## src/rtl/irq_priority_sequencer.sv

```systemverilog
// Interrupt/reset sequencer: picks reset, NMI or a fixed-priority IRQ channel at
// instruction boundaries, drives inject and the vector until the sequence acks.
module irq_priority_sequencer #(
  parameter int                    NUM_IRQ         = 4,
  parameter int                    ADDR_WIDTH      = 16,
  parameter logic [ADDR_WIDTH-1:0] RESET_VECTOR    = 16'hFFFC,
  parameter logic [ADDR_WIDTH-1:0] NMI_VECTOR      = 16'hFFFA,
  parameter logic [ADDR_WIDTH-1:0] IRQ_VECTOR_BASE = 16'hFFE0,
  localparam int                   CH_W            = (NUM_IRQ > 1) ? $clog2(NUM_IRQ) : 1
) (
  input  logic                  clk,
  input  logic                  nrst,
  input  logic                  enable,
  input  logic                  nmi,
  input  logic [NUM_IRQ-1:0]    irq,
  input  logic [NUM_IRQ-1:0]    chan_en,
  input  logic                  irq_mask,
  input  logic                  instr_boundary,
  input  logic                  ack,
  output logic                  inject,
  output logic [1:0]            int_kind,
  output logic [CH_W-1:0]       int_channel,
  output logic [ADDR_WIDTH-1:0] vector_addr,
  output logic                  reset_running,
  output logic                  nmi_running,
  output logic                  set_i_flag,
  output logic [1:0]            dbg_state
);

  typedef enum logic [1:0] {
    RESET_SEQ = 2'd0,
    IDLE      = 2'd1,
    SERVICE   = 2'd2
  } state_e;

  localparam logic [1:0] KIND_NONE  = 2'd0;
  localparam logic [1:0] KIND_RESET = 2'd1;
  localparam logic [1:0] KIND_NMI   = 2'd2;
  localparam logic [1:0] KIND_IRQ   = 2'd3;

  state_e                state_q, state_d;
  logic                  nmi_prev_q, nmi_prev_d;
  logic                  nmi_latch_q, nmi_latch_d;
  logic                  inject_q, inject_d;
  logic [1:0]            kind_q, kind_d;
  logic [CH_W-1:0]       chan_q, chan_d;
  logic [ADDR_WIDTH-1:0] vec_q, vec_d;
  logic                  reset_run_q, reset_run_d;
  logic                  nmi_run_q, nmi_run_d;
  logic                  set_i_q, set_i_d;

  logic [NUM_IRQ-1:0]    eff_irq;
  logic [CH_W-1:0]       sel_ch;
  logic [ADDR_WIDTH-1:0] irq_vec;
  logic                  nmi_edge;
  logic                  nmi_ack;

  // Lowest-index enabled, unmasked request wins.
  always_comb begin
    eff_irq = irq & chan_en & {NUM_IRQ{~irq_mask}};
    sel_ch  = '0;
    for (int i = NUM_IRQ - 1; i >= 0; i--) begin
      if (eff_irq[i]) sel_ch = CH_W'(i);
    end
  end

  assign irq_vec = IRQ_VECTOR_BASE + (ADDR_WIDTH'(sel_ch) << 1);

  // Edge detector ignores enable so a pulse during a stall is never lost;
  // a fresh edge beats a simultaneous NMI ack.
  assign nmi_edge    = nmi & ~nmi_prev_q;
  assign nmi_ack     = enable & ack & (state_q == SERVICE) & (kind_q == KIND_NMI);
  assign nmi_prev_d  = nmi;
  assign nmi_latch_d = nmi_edge | (nmi_latch_q & ~nmi_ack);

  always_comb begin
    state_d     = state_q;
    inject_d    = inject_q;
    kind_d      = kind_q;
    chan_d      = chan_q;
    vec_d       = vec_q;
    reset_run_d = reset_run_q;
    nmi_run_d   = nmi_run_q;
    set_i_d     = 1'b0;

    if (enable) begin
      case (state_q)
        RESET_SEQ: begin
          if (ack) begin
            state_d     = IDLE;
            set_i_d     = 1'b1;
            inject_d    = 1'b0;
            kind_d      = KIND_NONE;
            reset_run_d = 1'b0;
          end
        end
        IDLE: begin
          if (instr_boundary) begin
            if (nmi_latch_q) begin
              state_d   = SERVICE;
              inject_d  = 1'b1;
              kind_d    = KIND_NMI;
              chan_d    = '0;
              vec_d     = NMI_VECTOR;
              nmi_run_d = 1'b1;
            end else if (|eff_irq) begin
              state_d  = SERVICE;
              inject_d = 1'b1;
              kind_d   = KIND_IRQ;
              chan_d   = sel_ch;
              vec_d    = irq_vec;
            end
          end
        end
        SERVICE: begin
          if (ack) begin
            state_d   = IDLE;
            set_i_d   = 1'b1;
            inject_d  = 1'b0;
            kind_d    = KIND_NONE;
            nmi_run_d = 1'b0;
          end
        end
        default: state_d = RESET_SEQ;
      endcase
    end
  end

  always_ff @(posedge clk or negedge nrst) begin
    if (!nrst) begin
      state_q     <= RESET_SEQ;
      nmi_prev_q  <= 1'b0;
      nmi_latch_q <= 1'b0;
      inject_q    <= 1'b1;
      kind_q      <= KIND_RESET;
      chan_q      <= '0;
      vec_q       <= RESET_VECTOR;
      reset_run_q <= 1'b1;
      nmi_run_q   <= 1'b0;
      set_i_q     <= 1'b0;
    end else begin
      state_q     <= state_d;
      nmi_prev_q  <= nmi_prev_d;
      nmi_latch_q <= nmi_latch_d;
      inject_q    <= inject_d;
      kind_q      <= kind_d;
      chan_q      <= chan_d;
      vec_q       <= vec_d;
      reset_run_q <= reset_run_d;
      nmi_run_q   <= nmi_run_d;
      set_i_q     <= set_i_d;
    end
  end

  assign inject        = inject_q;
  assign int_kind      = kind_q;
  assign int_channel   = chan_q;
  assign vector_addr   = vec_q;
  assign reset_running = reset_run_q;
  assign nmi_running   = nmi_run_q;
  assign set_i_flag    = set_i_q;
  assign dbg_state     = state_q;

  // The ack pulse always coincides with the sequence being retired.
  a_pulse_no_inject : assert property (@(posedge clk) disable iff (!nrst) set_i_flag |-> !inject);
  a_inject_has_kind : assert property (@(posedge clk) disable iff (!nrst) inject |-> (int_kind != KIND_NONE));
  a_nmi_run_kind    : assert property (@(posedge clk) disable iff (!nrst) nmi_running |-> (int_kind == KIND_NMI));

endmodule

```

## config.mk

```make
export PLATFORM = sky130hd
export DESIGN_NAME = irq_priority_sequencer
export DESIGN_NICKNAME = d
export VERILOG_FILES = /design/src/rtl/irq_priority_sequencer.sv
export SDC_FILE = /design/constraint.sdc
export NUM_CORES = 1
export LEC_CHECK = 0
export BUFFER_PORTS_ARGS = -buffer_cell sky130_fd_sc_hd__buf_2
export CAP_MARGIN = 40
export CORE_ASPECT_RATIO = 1.25
export CORE_UTILIZATION = 47
export CTS_CLUSTER_SIZE = 24
export DETAILED_ROUTE_END_ITERATION = 6
export PLACE_DENSITY = 0.82
export SLEW_MARGIN = 20
export SYNTH_ARGS = -nofsm -noshare
export SYNTH_HDL_FRONTEND = slang
export SYNTH_SLANG_ARGS = --single-unit
```

## constraint.sdc

```tcl
create_clock -name clk -period 2.79 [get_ports clk]
set_input_delay 0.1395 -clock clk [delete_from_list [all_inputs] [get_ports clk]]
set_output_delay 0.1395 -clock clk [all_outputs]
set_load 0.02 [all_outputs]
```

# Word level (Yosys, flattened, before mapping)
# Cells that the tools add are included.
# word_totals
word_cells	70
ff_bits	28
out_inout_bits	26
inputBits	15
# op_classes
reduce_logical	11
n_addsub	1
bitwise	11
eq_ne	8
n_mux	29
# ops
cell	count
$mux W16	2
$mux W2	14
$reduce_and A5 Y1	2
$mux W1	9
$and A4 B4 Y4	2
$pmux W2 S2	2
$reduce_and A4 Y1	2
$add A6 B4 Y7 const A	1
$ne A2 B2 Y1 const B	3
$reduce_bool A2 Y1	3
$and A1 B1 Y1	5
$eq A2 B2 Y1 const B	2
$pmux W1 S2	2
$reduce_or A4 Y1	1
$ne A3 B3 Y1 const B	1
$not A1 Y1	3
$reduce_and A3 Y1	1
$eq A2 B1 Y1 const B	1
$logic_not A2 Y1	1
$ne A2 B1 Y1 const B	1
$reduce_or A2 Y1	1
$or A1 B1 Y1	1

# Longest topological paths before layout
# Gate-level depths: netlist of the first run.
# depth
depth_word	9
ltp_mapped	5
depth_no_buf	4

# Worst setup path after synthesis of the first run
# No wires, ideal clock.
# synth_timing
path_type	reg2reg
startpoint	register state_q[0], in the netlist dbg_state[0]
endpoint	register chan_q[1], in the netlist int_channel[1]
required_ns	2.726
arrival_ns	1.515
setup_time_ns	0.064
stages_incl_launch_ff	6
path_slack_ns	1.210
synth_period_minus_slack_ns	1.580
n_path_buf	1
cell_sequence	dfrtp_1 buf_2 nand4b_4 or4b_4 a21oi_1 a21o_1
# synth_between
elab_chain_len	2
# synth_lines
item	line_no	source
start, declared	41	state_e state_q, state_d;
start signal, assigned	142	state_q <= state_d;
$eq A2 B1 Y1	87	case (state_q)
$reduce_and A4 Y1 (no source line)	n/a	
end signal, assigned	147	chan_q <= chan_d;
end, declared	46	logic [CH_W-1:0] chan_q, chan_d;
# Every way passes these cells.
# A chain may end at the register's enable or synchronous reset.

# Worst setup path in the final report of the first run
# layout_timing
startpoint	register state_q[1], in the netlist dbg_state[1]
endpoint	register chan_q[1], in the netlist int_channel[1]
# The elaborated chain is that of the path after synthesis.

==> results of run 1 <==
path summary, 6_finish.rpt:
check,slack (ps),start,endpoint,cells after the start
worst max register to register,1250,dbg_state[1],int_channel[1],4
worst min-delay path,170,enable,dbg_state[0],2
max in group asynchronous,2210,nrst,vector_addr[3],2
min in group asynchronous,280,nrst,dbg_state[1],2
worst min register to register,480,reset_running,reset_running,1
worst max-delay path,1250,dbg_state[1],int_channel[1],4
synthesized netlist by cell type, drive strengths merged, types with 2 or more instances:
master,n
a21o,3
a21oi,5
a22o,2
a22oi,2
a31oi,2
buf,14
conb,2
dfrtp,10
dfstp,5
inv,6
nand2,7
nor2,3
o21ai,7
cell usage in the layout, fill, tap and decap left out, types with 2 or more instances in the layout:
| cell type | count |
|---|---|
| dfstp_2 | 5 |
| nor2_1 | 3 |
| a22o_1 | 2 |
| a31oi_1 | 2 |
| a22oi_1 | 2 |
| buf_2 | 28 |
| dfrtp_1 | 10 |
| nand2_1 | 7 |
| o21ai_0 | 7 |
| a21o_1 | 3 |
| dlygate4sd3_1 | 2 |
| clkbuf_4 | 3 |
| a21oi_1 | 5 |
| inv_1 | 6 |
| conb_1 | 12 |
worst max-delay path: cells and delay by family, from the launching register on:
kind            cells  cell delay (ps)
simple gates        2              790
flops               1              460
compound gates      2              240
power by group through the flow:
stage	logic, mW	registers [mW]	clock network [mW]
5_1_grt	0.309	0.355	0.129
3_5_place_dp	0.284	0.348	0
2_1_floorplan	0.161	0.393	0
6_report	0.285	0.345	0.118
4_1_cts	0.288	0.345	0.123
3_3_place_gp	0.280	0.347	0
registers in the layout, summed over array words and instances (netlist names):
signal         count
nmi_running        1
nmi_latch_q        1
nmi_prev_q         1
vector_addr        3
reset_running      1
int_kind           2
set_i_flag         1
dbg_state          2
int_channel        2
inject             1
per-layer routing:
metal	routed length, um	GRT usage [%]	up-vias
li1	-	-	327
met1	639	22.7	322
met2	796	26.2	29
met3	101	2.75	2
met4	10	6.90	0
met5	0	0	-
stage by stage:
stage               hold slack (ps)  utilization [%]
floorplan                      -156                -
global placement               54.2             57.2
detailed placement             55.2             57.2
CTS                             158             60.2
global route                    168             60.2
finish                          166             60.2
cell families (layout without fill, tap and decap cells):
| group | count (synthesis) | after routing | synth area share (%) |
|---|---|---|---|
| buffers and inverters | 21 | 40 | 15.7 |
| other | 2 | 12 | 0.914 |
| AO/OA/AOI/OAI | 28 | 28 | 23.0 |
| flip-flops | 15 | 15 | 46.4 |
| AND/OR/NAND/NOR | 17 | 17 | 14.0 |
cell type report:
class,instances,area [sq um]
sequential,15,382
timing repair buffer,30,160
multi-input combinational,57,349
fill,152,638
inverter,6,22.5
clock inverter,1,5.00
tap,18,22.5
clock buffer,3,22.5
==> metrics.txt, run 1 <==
Seq/Total Area, Yosys=46.4%; RSZ-0062 raised after global routing=false; CTS root buf=clkbuf_4; Slowest cell on crit path=or4b_4; routability cong.=0.767; post-synthesis async set-or-reset flop share=100%; TNS Setup=0 ps; post-route cell area=963 sq um; total gr overflow=0; min Tclk post-route=1540 ps; Hold Fails Final Rpt=0; clk_lat worst skew=280 ps; clock network fraction of total power=15.7%; post-synth top area share=30.4%; Yosys top cell by area=dfrtp_1; Finished Layout Cells=130; Diodes inserted=0; clock skew=7.59 ps; Die X=39.4 um; worst hold-check path type=in -> reg; ANT nets after route=0; Area Growth Syn to Fin=17.2%; critical path type=reg -> reg; share of layout cells above drive strength 1=35.7%; placed insts=124; Max Freq=0.648 GHz; htree depth=1; Setup crit start kind=register; number of synthesized flops with an enable pin=0; Avg WL per Cell=11.9 um; number of global-route vias before repair=561; GRT Overall Usage=16.9%; Final setup viols=0; power share of the combinational group=38.1%; TritonCTS clock tree=yes; global-route wire length before repair=2.30 mm; clk slew on worst S/H paths=90 ps; # clock sinks=15; die area=0.00192 sq mm; Pleak=0.510 nW; synthesized area=822 sq um; sequential power share=46.2%; initial DRC count=7; switching share of power=40.8%; Inserted Clock Buffers=3; Pre-antenna DRT Iters=4; DP Area=916 sq um; synthesis-stage register bit count=15; # IOs=41; CP Cell Sequence=nand4b_4, or4b_4, a21oi_1, a21o_1; internal power=443 uW; max-slew violation count=0; cts repair resizes=0; die height=48.8 um; DR DRC count=0; dpl ws=1270 ps; fin crit share=55.3%; Post-CTS Hold Buffers=2; Worst VDD drop=449 uV; DR vias/cell=5.23; CP max FO=7; Most used DFF post-synth=dfrtp_1; Port Buffer Count=28; worst path arrival time=1770 ps; post-detail-place hpwl=1.17 mm; max incr delay on CP=540 ps; crit end category=register; Vias=680; YS warnings=0; top cells by area, synth=dfrtp_1 30%, dfstp_2 16%, buf_4 12%, o21ai_0 4.3%, nand2_1 3.2%; Psw=305 uW; Tot Pwr=748 uW; Nets=128; initial core utilization=51.3%; max_cap viols=0; core area=0.00160 sq mm; largest net degree at the start of global routing=16; Mapped Cells=83; FP Rows=16; initial antenna violation count=0; Syn Area/Cell=9.90 sq um; Routed WL=1.55 mm; pwr dens=776 mW/mm^2; Worst Setup Slack, final=1250 ps; status=finished clean; Clock Path Buffers=2; critical path required time=3010 ps; Yosys cell types=29; post-CTS setup buffers=0
No activity file was read; power rests on OpenSTA's default activity.
==> run 2, diff against run 1 <==
--- a/config.mk
+++ b/config.mk
@@ -8,10 +8,10 @@
 export BUFFER_PORTS_ARGS = -buffer_cell sky130_fd_sc_hd__buf_2
 export CAP_MARGIN = 40
 export CORE_ASPECT_RATIO = 1.25
-export CORE_UTILIZATION = 47
+export CORE_UTILIZATION = 44
 export CTS_CLUSTER_SIZE = 24
 export DETAILED_ROUTE_END_ITERATION = 6
-export PLACE_DENSITY = 0.82
+export PLACE_DENSITY = 0.77
 export SLEW_MARGIN = 20
 export SYNTH_ARGS = -nofsm -noshare
 export SYNTH_HDL_FRONTEND = slang
==> constraint.sdc (replaced) <==
create_clock -name clk -period 1.57 [get_ports clk]
set_input_delay 0.0785 -clock clk [delete_from_list [all_inputs] [get_ports clk]]
set_output_delay 0.0785 -clock clk [all_outputs]
set_load 0.02 [all_outputs]
==> run 2 against run 1 <==
  * Die area rose by 6.5%
  * Utilization fell by 4.3 points
  * Global-route usage rose by 1.9 points
  * Final cell count rose by 3.1%
  * Critical path type unchanged
  * Setup slack got worse by 1200 ps
  * Sequential share of layout area fell by 0.90 points
  * Via count rose by 2.1%
==> metrics.txt, run 2 (same netlist as run 1, synthesis figures left out) <==
Reg2Reg Depth=4; commonest non-fill, non-tap cell in the layout=buf_2; die area=0.00205 sq mm; highest routed layer=met4; max FFs per register=3; total gr overflow=0; pwr dens=1390 mW/mm^2; Fill cells=171; Pre-antenna DRT Iters=4; worst path arrival time=1730 ps; DR DRC count=0; htree depth=1; post-detail-place hpwl=1.23 mm; Max Freq=0.666 GHz; fin crit share=95.6%; status=finished clean; number of global-route vias before repair=630; initial core utilization=46.6%; Metal-1 WL=691 um; cts repair resizes=0; core area=0.00177 sq mm; # clock sinks=15; Diodes inserted=0; min Tclk post-route=1500 ps; Tot Pwr=1.37 mW; Worst VDD drop=791 uV; crit end category=register; TNS Setup=0 ps; # IOs=41; Vias=694; Routed WL=1.59 mm; RSZ-0062 raised after global routing=false; Setup crit start kind=register; clk slew on worst S/H paths=80 ps; share of layout cells above drive strength 1=36.5%; CTS root buf=clkbuf_4; Finished Layout Cells=134; worst hold-check path type=in -> reg; TritonCTS clock tree=yes; post-CTS setup buffers=0; CP Cell Sequence=nand4b_4, or4b_4, a21oi_1, a21o_1; Slowest cell on crit path=or4b_4; routability cong.=0.815; Clock Path Buffers=2; Inserted Clock Buffers=3; Area Growth Syn to Fin=19.9%; max-slew violation count=0; initial antenna violation count=0; max incr delay on CP=540 ps; die height=50.3 um; critical path type=reg -> reg; DR vias/cell=5.18; max_cap viols=0; DP Area=940 sq um; placed insts=128; critical path required time=1800 ps; largest net degree at the start of global routing=16; initial DRC count=10; Avg WL per Cell=11.9 um; Final setup viols=0; Hold Fails Final Rpt=0; GRT Overall Usage=18.8%; CP startpoint=dbg_state[0]; FP Rows=17; ANT nets after route=0; Port Buffer Count=28; Pleak=0.522 nW; most frequent cells in the layout=28 x buf_2, 12 x conb_1, 10 x dfrtp_1; crit path capture=int_channel[1]; global-route wire length before repair=2.66 mm; clk_lat worst skew=290 ps; reg2reg end=int_channel[1]; r2r startpoint=dbg_state[0]; CP max FO=7; Nets=131; Reg2Reg Setup Slack=70 ps; met3 routed WL=79 um; post-route cell area=986 sq um; clock skew=1.68 ps; Die X=40.7 um; met2 WL=781 um
==> run 2: changes by cell type in the layout (fill, tap and decap cells not counted), sizes merged <==
cell    previous run  this run
buf               28        31
clkbuf             3         4
clkinv             1         0
==> run 2: per-layer routing <==
metal / vias up / global-route usage [%]
met5: - / 0
met1: 325 / 24.8
met4: 0 / 11.1
li1: 339 / -
met2: 25 / 28.0
met3: 5 / 2.65
==> run 2: cell type report <==
class,count,area (sq um),area share (%)
flip-flops and latches,15,382,38.7
multi-input cells,57,349,35.4
repair buffers,33,183,18.5
clock buffers,4,26.3,2.66
well taps,19,23.8,2.41
inverters,6,22.5,2.28
==> run 2: through the flow <==
| stage | worst slack [ps] | hold WS [ps] | utilization, % |
|---|---|---|---|
| floorplan | 22.5 | -217 | - |
| global placement | 156 | -7.58 | 53.2 |
| detailed placement | 96.8 | -4.48 | 53.2 |
| CTS | 68.4 | 82.1 | 55.8 |
| global route | 17.0 | 107 | 55.8 |
| finish | 69.1 | 89.6 | 55.8 |
==> run 2: worst max-delay path: cells and delay by family (launching register included) <==
family / cells / cell delay (ps)
and+or+nand+nor: 2 / 720
AOI/OAI and AO/OA: 2 / 250
DFF: 1 / 480
==> run 2: repair_timing <==
action	CTS	global route
setup endpoints to repair	0	0
endpoints found under the hold margin	16	0
hold buffers	2	0
==> run 2: where the power goes <==
group / switching, mW / leakage (nW) / internal, mW
Combinational: 0.341 / 0.337 / 0.216
Sequential: 0.0841 / 0.170 / 0.507
Clock: 0.121 / 0.0150 / 0.0989
Total: 0.546 / 0.522 / 0.822
==> run 2: worst min path at each step <==
stage | start | endpoint | slack, ps | depth (start not counted)
finish | enable | dbg_state[0] | 90 | 2
CTS | enable | dbg_state[0] | 80 | 2
global placement | nrst | int_kind[1] | -8 | 1
global route | enable | dbg_state[0] | 110 | 2
floorplan | nrst | dbg_state[0] | -220 | 0
detailed placement | nrst | int_kind[1] | -4 | 1
